$ cat src/rtl/duck_round_ctrl.sv
// duck_round_ctrl: round and duck sequencing engine for the Duck Hunt game.
// It runs NUM_DUCKS ducks through fly, fall and escape, counts bullets, tests
// shots against the sniper cursor, keeps the score and sequences rounds up to
// game over. Everything runs on the pixel clock. Motion advances only on the
// one-cycle frame tick.
//
// Ports:
//   clk, rst            pixel clock, synchronous active-high reset
//   tick                one-clk frame pulse
//   start               level, starts a new game from GAME_OVER
//   b_shoot             debounced trigger level (rising edge = shot)
//   speed               extra x step per tick
//   sniper_x/sniper_y   cursor top-left
//   rand_in             random bits used for the spawn height
//   duck_x/duck_y       packed positions, duck i at [i*X_W +: X_W]
//   duck_falling        bit i = duck i falling
//   duck_visible        bit i = duck i flying or falling
//   bullets_left        shots remaining this round
//   score               total hits, saturating
//   dog_show            round ended with enough hits
//   game_over           game over screen
//
// Round FSM states:
//   state        | meaning
//   R_START      | waiting for a tick to spawn a new round
//   R_PLAY       | ducks flying/falling, shots accepted
//   R_ROUND_END  | result display for SHOW_TICKS ticks
//   R_GAME_OVER  | waiting for start
//
// Duck FSM states:
//   state        | meaning
//   D_IDLE       | not yet spawned
//   D_FLY        | zig-zag flight to the right, can be hit
//   D_FALL       | shot, dropping to the ground
//   D_ESCAPED    | left the screen, parked
//   D_DOWN       | on the ground, parked
module duck_round_ctrl #(
   parameter int NUM_DUCKS  = 2,
   parameter int BULLETS    = 3,
   parameter int WIN_HITS   = 1,
   parameter int X_W        = 11,
   parameter int X_START    = 10,
   parameter int X_EDGE     = 1200,
   parameter int GROUND_Y   = 600,
   parameter int FALL_STEP  = 5,
   parameter int BAND       = 30,
   parameter int SHOW_TICKS = 60,
   parameter int SCORE_W    = 4
) (
   input  logic                     clk,
   input  logic                     rst,
   input  logic                     tick,
   input  logic                     start,
   input  logic                     b_shoot,
   input  logic [2:0]               speed,
   input  logic [X_W-1:0]           sniper_x,
   input  logic [X_W-1:0]           sniper_y,
   input  logic [3:0]               rand_in,
   output logic [NUM_DUCKS*X_W-1:0] duck_x,
   output logic [NUM_DUCKS*X_W-1:0] duck_y,
   output logic [NUM_DUCKS-1:0]     duck_falling,
   output logic [NUM_DUCKS-1:0]     duck_visible,
   output logic [2:0]               bullets_left,
   output logic [SCORE_W-1:0]       score,
   output logic                     dog_show,
   output logic                     game_over
);

   localparam int XE    = X_W + 1;
   localparam int CNT_W = $clog2(SHOW_TICKS + 1);

   localparam logic [2:0]       WIN_C     = 3'(WIN_HITS);
   localparam logic [2:0]       BULLETS_C = 3'(BULLETS);
   localparam logic [XE-1:0]    EDGE_C    = XE'(X_EDGE);
   localparam logic [XE-1:0]    GROUND_C  = XE'(GROUND_Y);
   localparam logic [XE-1:0]    BAND_C    = XE'(BAND);
   localparam logic [CNT_W-1:0] SHOW_C    = CNT_W'(SHOW_TICKS);

   typedef enum logic [1:0] {R_START, R_PLAY, R_ROUND_END, R_GAME_OVER} round_t;
   typedef enum logic [2:0] {D_IDLE, D_FLY, D_FALL, D_ESCAPED, D_DOWN} duck_t;

   round_t round_state, round_next;
   duck_t  duck_state [NUM_DUCKS];

   logic [X_W-1:0]       x_r    [NUM_DUCKS];
   logic [X_W-1:0]       y_r    [NUM_DUCKS];
   logic [X_W-1:0]       base_r [NUM_DUCKS];
   logic [NUM_DUCKS-1:0] up_r;
   logic                 b_shoot_q;
   logic [2:0]           round_hits;
   logic [CNT_W-1:0]     show_cnt;

   logic [X_W-1:0]       x_fly   [NUM_DUCKS];
   logic [X_W-1:0]       y_fly   [NUM_DUCKS];
   logic [X_W-1:0]       y_fall  [NUM_DUCKS];
   logic [X_W-1:0]       spawn_y [NUM_DUCKS];
   logic [NUM_DUCKS-1:0] up_fly, escape, land, qual, hit_sel;
   logic                 shot_ok;
   logic [XE-1:0]        sx_e, sy_e;

   assign sx_e    = {1'b0, sniper_x};
   assign sy_e    = {1'b0, sniper_y};
   assign shot_ok = b_shoot & ~b_shoot_q & (round_state == R_PLAY) & (bullets_left != 3'd0);

   for (genvar g = 0; g < NUM_DUCKS; g++) begin : g_duck
      logic [XE-1:0] x_e, y_e, b_e, x_sum, hi, lo, y_down;
      logic          up_eff;

      assign x_e    = {1'b0, x_r[g]};
      assign y_e    = {1'b0, y_r[g]};
      assign b_e    = {1'b0, base_r[g]};
      assign x_sum  = x_e + XE'(speed) + XE'(3);
      assign hi     = b_e + BAND_C + XE'(speed);
      assign lo     = (b_e > BAND_C) ? (b_e - BAND_C) : '0;
      // direction is settled before the step so y never exceeds [lo, hi]
      assign up_eff = (y_e >= hi) ? 1'b0 : (y_e <= lo) ? 1'b1 : up_r[g];
      assign y_down = y_e + XE'(FALL_STEP);

      assign x_fly[g]   = x_sum[X_W-1:0];
      assign escape[g]  = x_sum[X_W] | (x_sum >= EDGE_C);
      assign y_fly[g]   = up_eff ? (y_r[g] + X_W'(1)) : (y_r[g] - X_W'(1));
      assign up_fly[g]  = up_eff;
      assign y_fall[g]  = y_down[X_W-1:0];
      assign land[g]    = y_down >= GROUND_C;
      assign spawn_y[g] = X_W'(rand_in ^ 4'(g)) * X_W'(25) + X_W'(40);

      assign qual[g] = shot_ok && (duck_state[g] == D_FLY)
                    && (sx_e + XE'(25) > x_e) && (sx_e < x_e + XE'(40))
                    && (sy_e + XE'(20) > y_e) && (sy_e < y_e + XE'(40));

      assign duck_x[g*X_W +: X_W] = x_r[g];
      assign duck_y[g*X_W +: X_W] = y_r[g];
      assign duck_falling[g]      = (duck_state[g] == D_FALL);
      assign duck_visible[g]      = (duck_state[g] == D_FLY) || (duck_state[g] == D_FALL);
   end

   // isolate the lowest set bit: only the lowest-index duck takes the shot
   assign hit_sel = qual & (~qual + NUM_DUCKS'(1));

   assign dog_show  = (round_state == R_ROUND_END) && (round_hits >= WIN_C);
   assign game_over = (round_state == R_GAME_OVER);

   always_ff @(posedge clk) begin
      if (rst) round_state <= R_START;
      else     round_state <= round_next;
   end

   always_comb begin
      round_next = round_state;
      case (round_state)
         R_START:     if (tick) round_next = R_PLAY;
         R_PLAY:      if (duck_visible == '0) round_next = R_ROUND_END;
         R_ROUND_END: if (tick && show_cnt == CNT_W'(1))
                         round_next = (round_hits >= WIN_C) ? R_START : R_GAME_OVER;
         R_GAME_OVER: if (start) round_next = R_START;
         default:     round_next = R_START;
      endcase
   end

   always_ff @(posedge clk) begin
      if (rst) begin
         for (int i = 0; i < NUM_DUCKS; i++) begin
            duck_state[i] <= D_IDLE;
            x_r[i]        <= X_W'(X_START);
            y_r[i]        <= '0;
            base_r[i]     <= '0;
         end
         up_r         <= '0;
         bullets_left <= BULLETS_C;
         score        <= '0;
         round_hits   <= '0;
         b_shoot_q    <= 1'b0;
         show_cnt     <= '0;
      end else begin
         b_shoot_q <= b_shoot;
         case (round_state)
            R_START: begin
               if (tick) begin
                  for (int i = 0; i < NUM_DUCKS; i++) begin
                     duck_state[i] <= D_FLY;
                     x_r[i]        <= X_W'(X_START);
                     y_r[i]        <= spawn_y[i];
                     base_r[i]     <= spawn_y[i];
                  end
                  up_r         <= '1;
                  bullets_left <= BULLETS_C;
                  round_hits   <= '0;
               end
            end
            R_PLAY: begin
               if (shot_ok) begin
                  bullets_left <= bullets_left - 3'd1;
                  if (hit_sel != '0) begin
                     round_hits <= round_hits + 3'd1;
                     if (score != '1) score <= score + SCORE_W'(1);
                  end
               end
               // a duck hit this clk freezes even if the tick lands too
               for (int i = 0; i < NUM_DUCKS; i++) begin
                  if (hit_sel[i]) begin
                     duck_state[i] <= D_FALL;
                  end else if (tick && duck_state[i] == D_FLY) begin
                     x_r[i]  <= x_fly[i];
                     y_r[i]  <= y_fly[i];
                     up_r[i] <= up_fly[i];
                     if (escape[i]) duck_state[i] <= D_ESCAPED;
                  end else if (tick && duck_state[i] == D_FALL) begin
                     y_r[i] <= y_fall[i];
                     if (land[i]) duck_state[i] <= D_DOWN;
                  end
               end
               if (round_next == R_ROUND_END) show_cnt <= SHOW_C;
            end
            R_ROUND_END: begin
               if (tick && show_cnt != CNT_W'(1)) show_cnt <= show_cnt - CNT_W'(1);
            end
            R_GAME_OVER: begin
               if (start) score <= '0;
            end
            default: ;
         endcase
      end
   end

endmodule

$ cat config.mk
export PLATFORM = sky130hd
export DESIGN_NAME = duck_round_ctrl
export DESIGN_NICKNAME = d
export VERILOG_FILES = /design/src/rtl/duck_round_ctrl.sv
export SDC_FILE = /design/constraint.sdc
export NUM_CORES = 1
export LEC_CHECK = 0
export ABC_AREA = 1
export CAP_MARGIN = 10
export CORE_AREA = 2 2 224 138
export DETAILED_ROUTE_END_ITERATION = 10
export DIE_AREA = 0 0 226 140
export GPL_ROUTABILITY_DRIVEN = 0
export PLACE_DENSITY = 0.62
export SYNTH_ARGS = -nofsm -noshare
export SYNTH_HDL_FRONTEND = slang
export SYNTH_SLANG_ARGS = --single-unit
$ cat constraint.sdc
create_clock -name clk -period 6.9 [get_ports clk]
set_input_delay 0.69 -clock clk [delete_from_list [all_inputs] [get_ports clk]]
set_output_delay 0.69 -clock clk [all_outputs]
set_load 0.02 [all_outputs]
Word level (Yosys, flattened, before mapping)
Memories as Yosys holds them, arrays and structs flattened.
Index checks and enable logic that the tools add are counted.
{ "word_totals": {"reg_bits": 21, "ramBits": 70, "input_bits": 34, "output_inout_bits": 57, "elab_cells": 262, "n_memories": 4} }
{ "op_classes": {"addsub": 29, "mul": 2, "magnitude_cmp": 19, "n_eq_ne": 22, "mux": 117, "n_bitwise": 29, "reduce_logical": 32} }
{ "mem_list": {"columns": ["memory", "depth", "width", "rd", "rd_ports_with_merged_regs", "wr", "line", "text"], "rows": [
  ["x_r", 2, 11, 2, 0, 2, "85", "logic [X_W-1:0] x_r [NUM_DUCKS];"],
  ["y_r", 2, 11, 2, 0, 2, "86", "logic [X_W-1:0] y_r [NUM_DUCKS];"],
  ["base_r", 2, 10, 2, 0, 2, "87", "logic [X_W-1:0] base_r [NUM_DUCKS];"],
  ["duck_state", 2, 3, 2, 0, 2, "83", "duck_t duck_state [NUM_DUCKS];"]
]} }
{ "ops": {"columns": ["op", "n"], "rows": [
  ["$mux 11", 12],
  ["$mux 1", 70],
  ["$add 11x5->12 const B", 4],
  ["$add 11x6->12 const B", 4],
  ["$gt 12x11->1", 4],
  ["$lt 11x12->1", 4],
  ["$mux 3", 13],
  ["$add 11x3->12", 2],
  ["$add 11x3->12 const B", 2],
  ["$add 12x2->12 const B", 2],
  ["$add 12x3->12", 2],
  ["$ge 11x12->1", 2],
  ["$ge 12x10->1 const B", 2],
  ["$ge 12x11->1 const B", 2],
  ["$le 11x12->1", 2],
  ["$mux 12", 2],
  ["$sub 11x5->12 const B", 2],
  ["$add 11x1->11 const B", 2],
  ["$gt 11x5->1 const B", 2],
  ["$or 1x1->1", 22],
  ["$sub 11x1->11 const B", 2],
  ["$add 9x6->10 const B", 2],
  ["$mux 10", 2],
  ["$mul 4x5->9 const B", 2],
  ["35 further kinds", 85]
]} }

Logic depth before layout (Yosys ltp)
{ "logic_depth": {"depth_word": 19, "mapped_depth": 34, "mapped_depth_nobuf": 34} }

Worst setup path before layout
No wires, ideal clock.
{ "synth_timing": {"path_type": "input -> register", "from": "in speed[1]", "to": "mem y_r[0][7], data pin", "setup_ps": 252, "arrival_ps": 4860, "required_ps": 6648, "setup_slack_ps": 1788, "path_stages": 34, "n_path_buf": 0, "path_cell_list": "inv_1 ha_1 inv_1 ha_1 inv_1 fa_1 o21ai_0 nand2_1 a21oi_1 xor2_1 ha_1 nand2_1 nor2_1 a211oi_1 nand2_1 nand2_1 nand2_1 nand2_1 nand3b_1 ha_1 nand2_1 o21ai_0 nand2_1 nand2_1 nand2_1 nand2_1 nand2_1 nand2_1 a21oi_1 or2_2 nand3_1 nand2_1 nand2_1 nand2_1"} }
{ "synth_rtl": {"columns": ["element", "line", "text"], "rows": [
  ["start, declared", "55", "input logic [2:0] speed,"],
  ["end, declared", "86", null]
]} }

==> flow_summary.json <==
{
  "start_util_pct": 39.52,
  "synth_top_area_share_pct": 22.97,
  "drv_slew": 0,
  "grt_overflow": 0,
  "maxSlewHeadroom_pct": 19.81,
  "ys_top_cells_by_area": "ha_1, edfxtp_1, nand2_1, inv_1, xor2_1",
  "cts_setup_buffers": 0,
  "cts_inserted_buffers": 9,
  "synth_cell_types": 52,
  "finalPower_mw": 2.902,
  "hp-class": "reg -> reg",
  "setup_slack_ns": 0.9580,
  "skew_ns": 0.009393,
  "outcome": "finished, final reports clean",
  "cts_buffer_depth": 2,
  "yosys_warnings": 0,
  "synth-edff-count": 68,
  "syn_inst": 1653,
  "final.fill_count": 3041,
  "multiInputGateArea_um2": 8145,
  "yosysSeqAreaShare_pct": 21.13,
  "cts_tree": "yes",
  "wirelength_mm": 34.89,
  "core-area_um2": 29490,
  "grt_usage_pct": 22.54,
  "dr_total_vias": 11060,
  "final_common_cell": "nand2_1",
  "power.leakage_nw": 6.628,
  "vias_per_cell": 5.126,
  "clock_latency_ns": 0.38,
  "power_per_cell_area_nw_per_um2": 218.3,
  "grt_max_degree": 23,
  "rsz0062_at_grt": "no",
  "ioPinCount": 91,
  "num_antenna_cells": 0,
  "grt_pass1_vias": 10200,
  "ir_worst_vdd_mv": 0.1128,
  "cts_hold_buf": 0,
  "path_clk_slew_ns": 0.07,
  "end_kind": "flip-flop",
  "cp_max_fo": 11,
  "cts_root_buf": "clkbuf_16",
  "cts_max_level": 3,
  "yosys_most_used_dff": "edfxtp_1",
  "crit_path_start_kind": "input port",
  "synth_seq_cells": 89,
  "die_area_um2": 31640,
  "post-place-cells": 2141,
  "die_h_um": 140,
  "stdcell_count": 2157,
  "cts_repair_resize_count": 0,
  "pre_cts_ws_ns": 0.6174,
  "tightest_slew_ns": 1.190,
  "drtIter0Drc": 1028,
  "syn_area_per_cell_um2": 7.051,
  "drc_errors": 0,
  "rrSetupSlack_ns": 1.27,
  "fin_nets": 2000,
  "fmax_ghz": 0.1683,
  "finalHoldViolCount": 0,
  "crit_path_max_incr_delay_ns": 0.56,
  "numClockSinks": 89,
  "period_minus_slack_ns": 5.942,
  "hpwl_mm": 28.94,
  "async_reset_ff_share_pct": 0,
  "period_share_pct": 86.12,
  "crit_arrival_ns": 6.08,
  "avgRoutedWirePerCell_um": 16.18,
  "worstPathRequired_ns": 7.03,
  "io_buffers": 90,
  "die_x_um": 226,
  "drive_above_1_share_pct": 3.716,
  "setup_viol": 0,
  "area_growth_pct": 14.03,
  "num_rows": 49,
  "dr.pass1.iters": 5,
  "ant_nets": 0,
  "seq_area_um2": 2462,
  "maxCapViolations": 0,
  "synth_top_cell_by_area": "ha_1",
  "antenna_found_initial": 0,
  "worstSetupPathType": "in -> reg",
  "critPathSlowestCell": "ha_1",
  "syn_area_um2": 11650,
  "grt_pass1_wl_mm": 55.41,
  "mostFrequentLayoutCells": "nand2_1, inv_1, ha_1, nor2_1, a21oi_1",
  "tns_ns": 0,
  "cpMostUsedCell": "nand2_1"
}
## worst paths after layout
check / start / endpoint / cells after the start
hold reg to reg: show_cnt[5]$_SDFFE_PP0P_ / show_cnt[5]$_SDFFE_PP0P_ / 2
setup reg to reg: base_r[0][11]$_DFFE_PP_ / y_r[0][7]$_DFFE_PP_ / 34
hold / removal: show_cnt[5]$_SDFFE_PP0P_ / show_cnt[5]$_SDFFE_PP0P_ / 2
setup / recovery: speed[1] / y_r[0][7]$_DFFE_PP_ / 35
## where the power goes
group | internal [mW] | switching, mW
logic | 0.629 | 0.991
clock network | 0.248 | 0.248
registers | 0.655 | 0.131
## layout make-up
type / count / share of cell area, %
Clock buffer: 9 / 1.695
Clock inverter: 7 / 0.3860
Inverter: 257 / 7.259
Multi-Input combinational cell: 1293 / 61.29
Sequential cell: 89 / 18.53
Tap cell: 408 / 3.841
Timing Repair Buffer: 94 / 7.004
## synth_stat cells (all sizes together) (3+ instances only)
| master | count |
|---|---|
| o21ai | 59 |
| buf | 8 |
| a21boi | 3 |
| edfxtp | 68 |
| nand3 | 106 |
| a21o | 6 |
| o211ai | 9 |
| nand2 | 414 |
| a21oi | 104 |
| xnor2 | 10 |
| ha | 214 |
| a211oi | 3 |
| fa | 8 |
| nor2 | 162 |
| o221ai | 3 |
| inv | 255 |
| xor2 | 78 |
| clkbuf | 7 |
| or2 | 15 |
| nand3b | 13 |
| o21bai | 7 |
| nor3 | 26 |
| nand4 | 30 |
| a31oi | 3 |
| o2111ai | 3 |
| dfxtp | 21 |
## worst max-delay path, delay by kind of cell
family | cells | cell delay [ns]
fa+ha+maj | 5 | 1.68
xor+xnor | 1 | 0.17
compound gates | 5 | 0.94
buf+inv | 4 | 0.71
simple gates | 20 | 1.88
## flip-flops by register name, indices dropped and copies added (netlist names)
register / count
y_r: 22
score: 4
up_r: 2
show_cnt: 6
duck_state: 6
round_state: 2
b_shoot_q: 1
bullets_left: 3
x_r: 22
base_r: 18
round_hits: 3
## per-stage QoR
step,util [%],instance area (um2),hold WS (ns)
2_1_floorplan,-,11660,0.4542
3_3_place_gp,44.13,13010,0.4683
3_5_place_dp,44.13,13010,0.4759
4_1_cts,45.07,13290,0.4881
5_1_grt,45.07,13290,0.5268
6_report,45.07,13290,0.4831
## cells by family after synthesis
family	count (synthesis)	synth area share, %
and+or+nand+nor	772	28.76
adders and majority gates	222	24.35
AOI/OAI and AO/OA	209	10.10
xor gates and xnor gates	88	6.613
DFF	89	21.13
buffers and inverters	272	9.018
other	1	0.03218
## layer usage
| layer | global-route usage [%] | vias to the layer above | wire length [um] |
|---|---|---|---|
| li1 | - | 5637 | - |
| met1 | 35.08 | 5058 | 18130 |
| met2 | 30.48 | 334 | 13210 |
| met3 | 6.419 | 27 | 3221 |
| met4 | 3.660 | 0 | 325 |
| met5 | 0 | - | 0 |
Note: power is estimated with default switching activity, not from simulation.
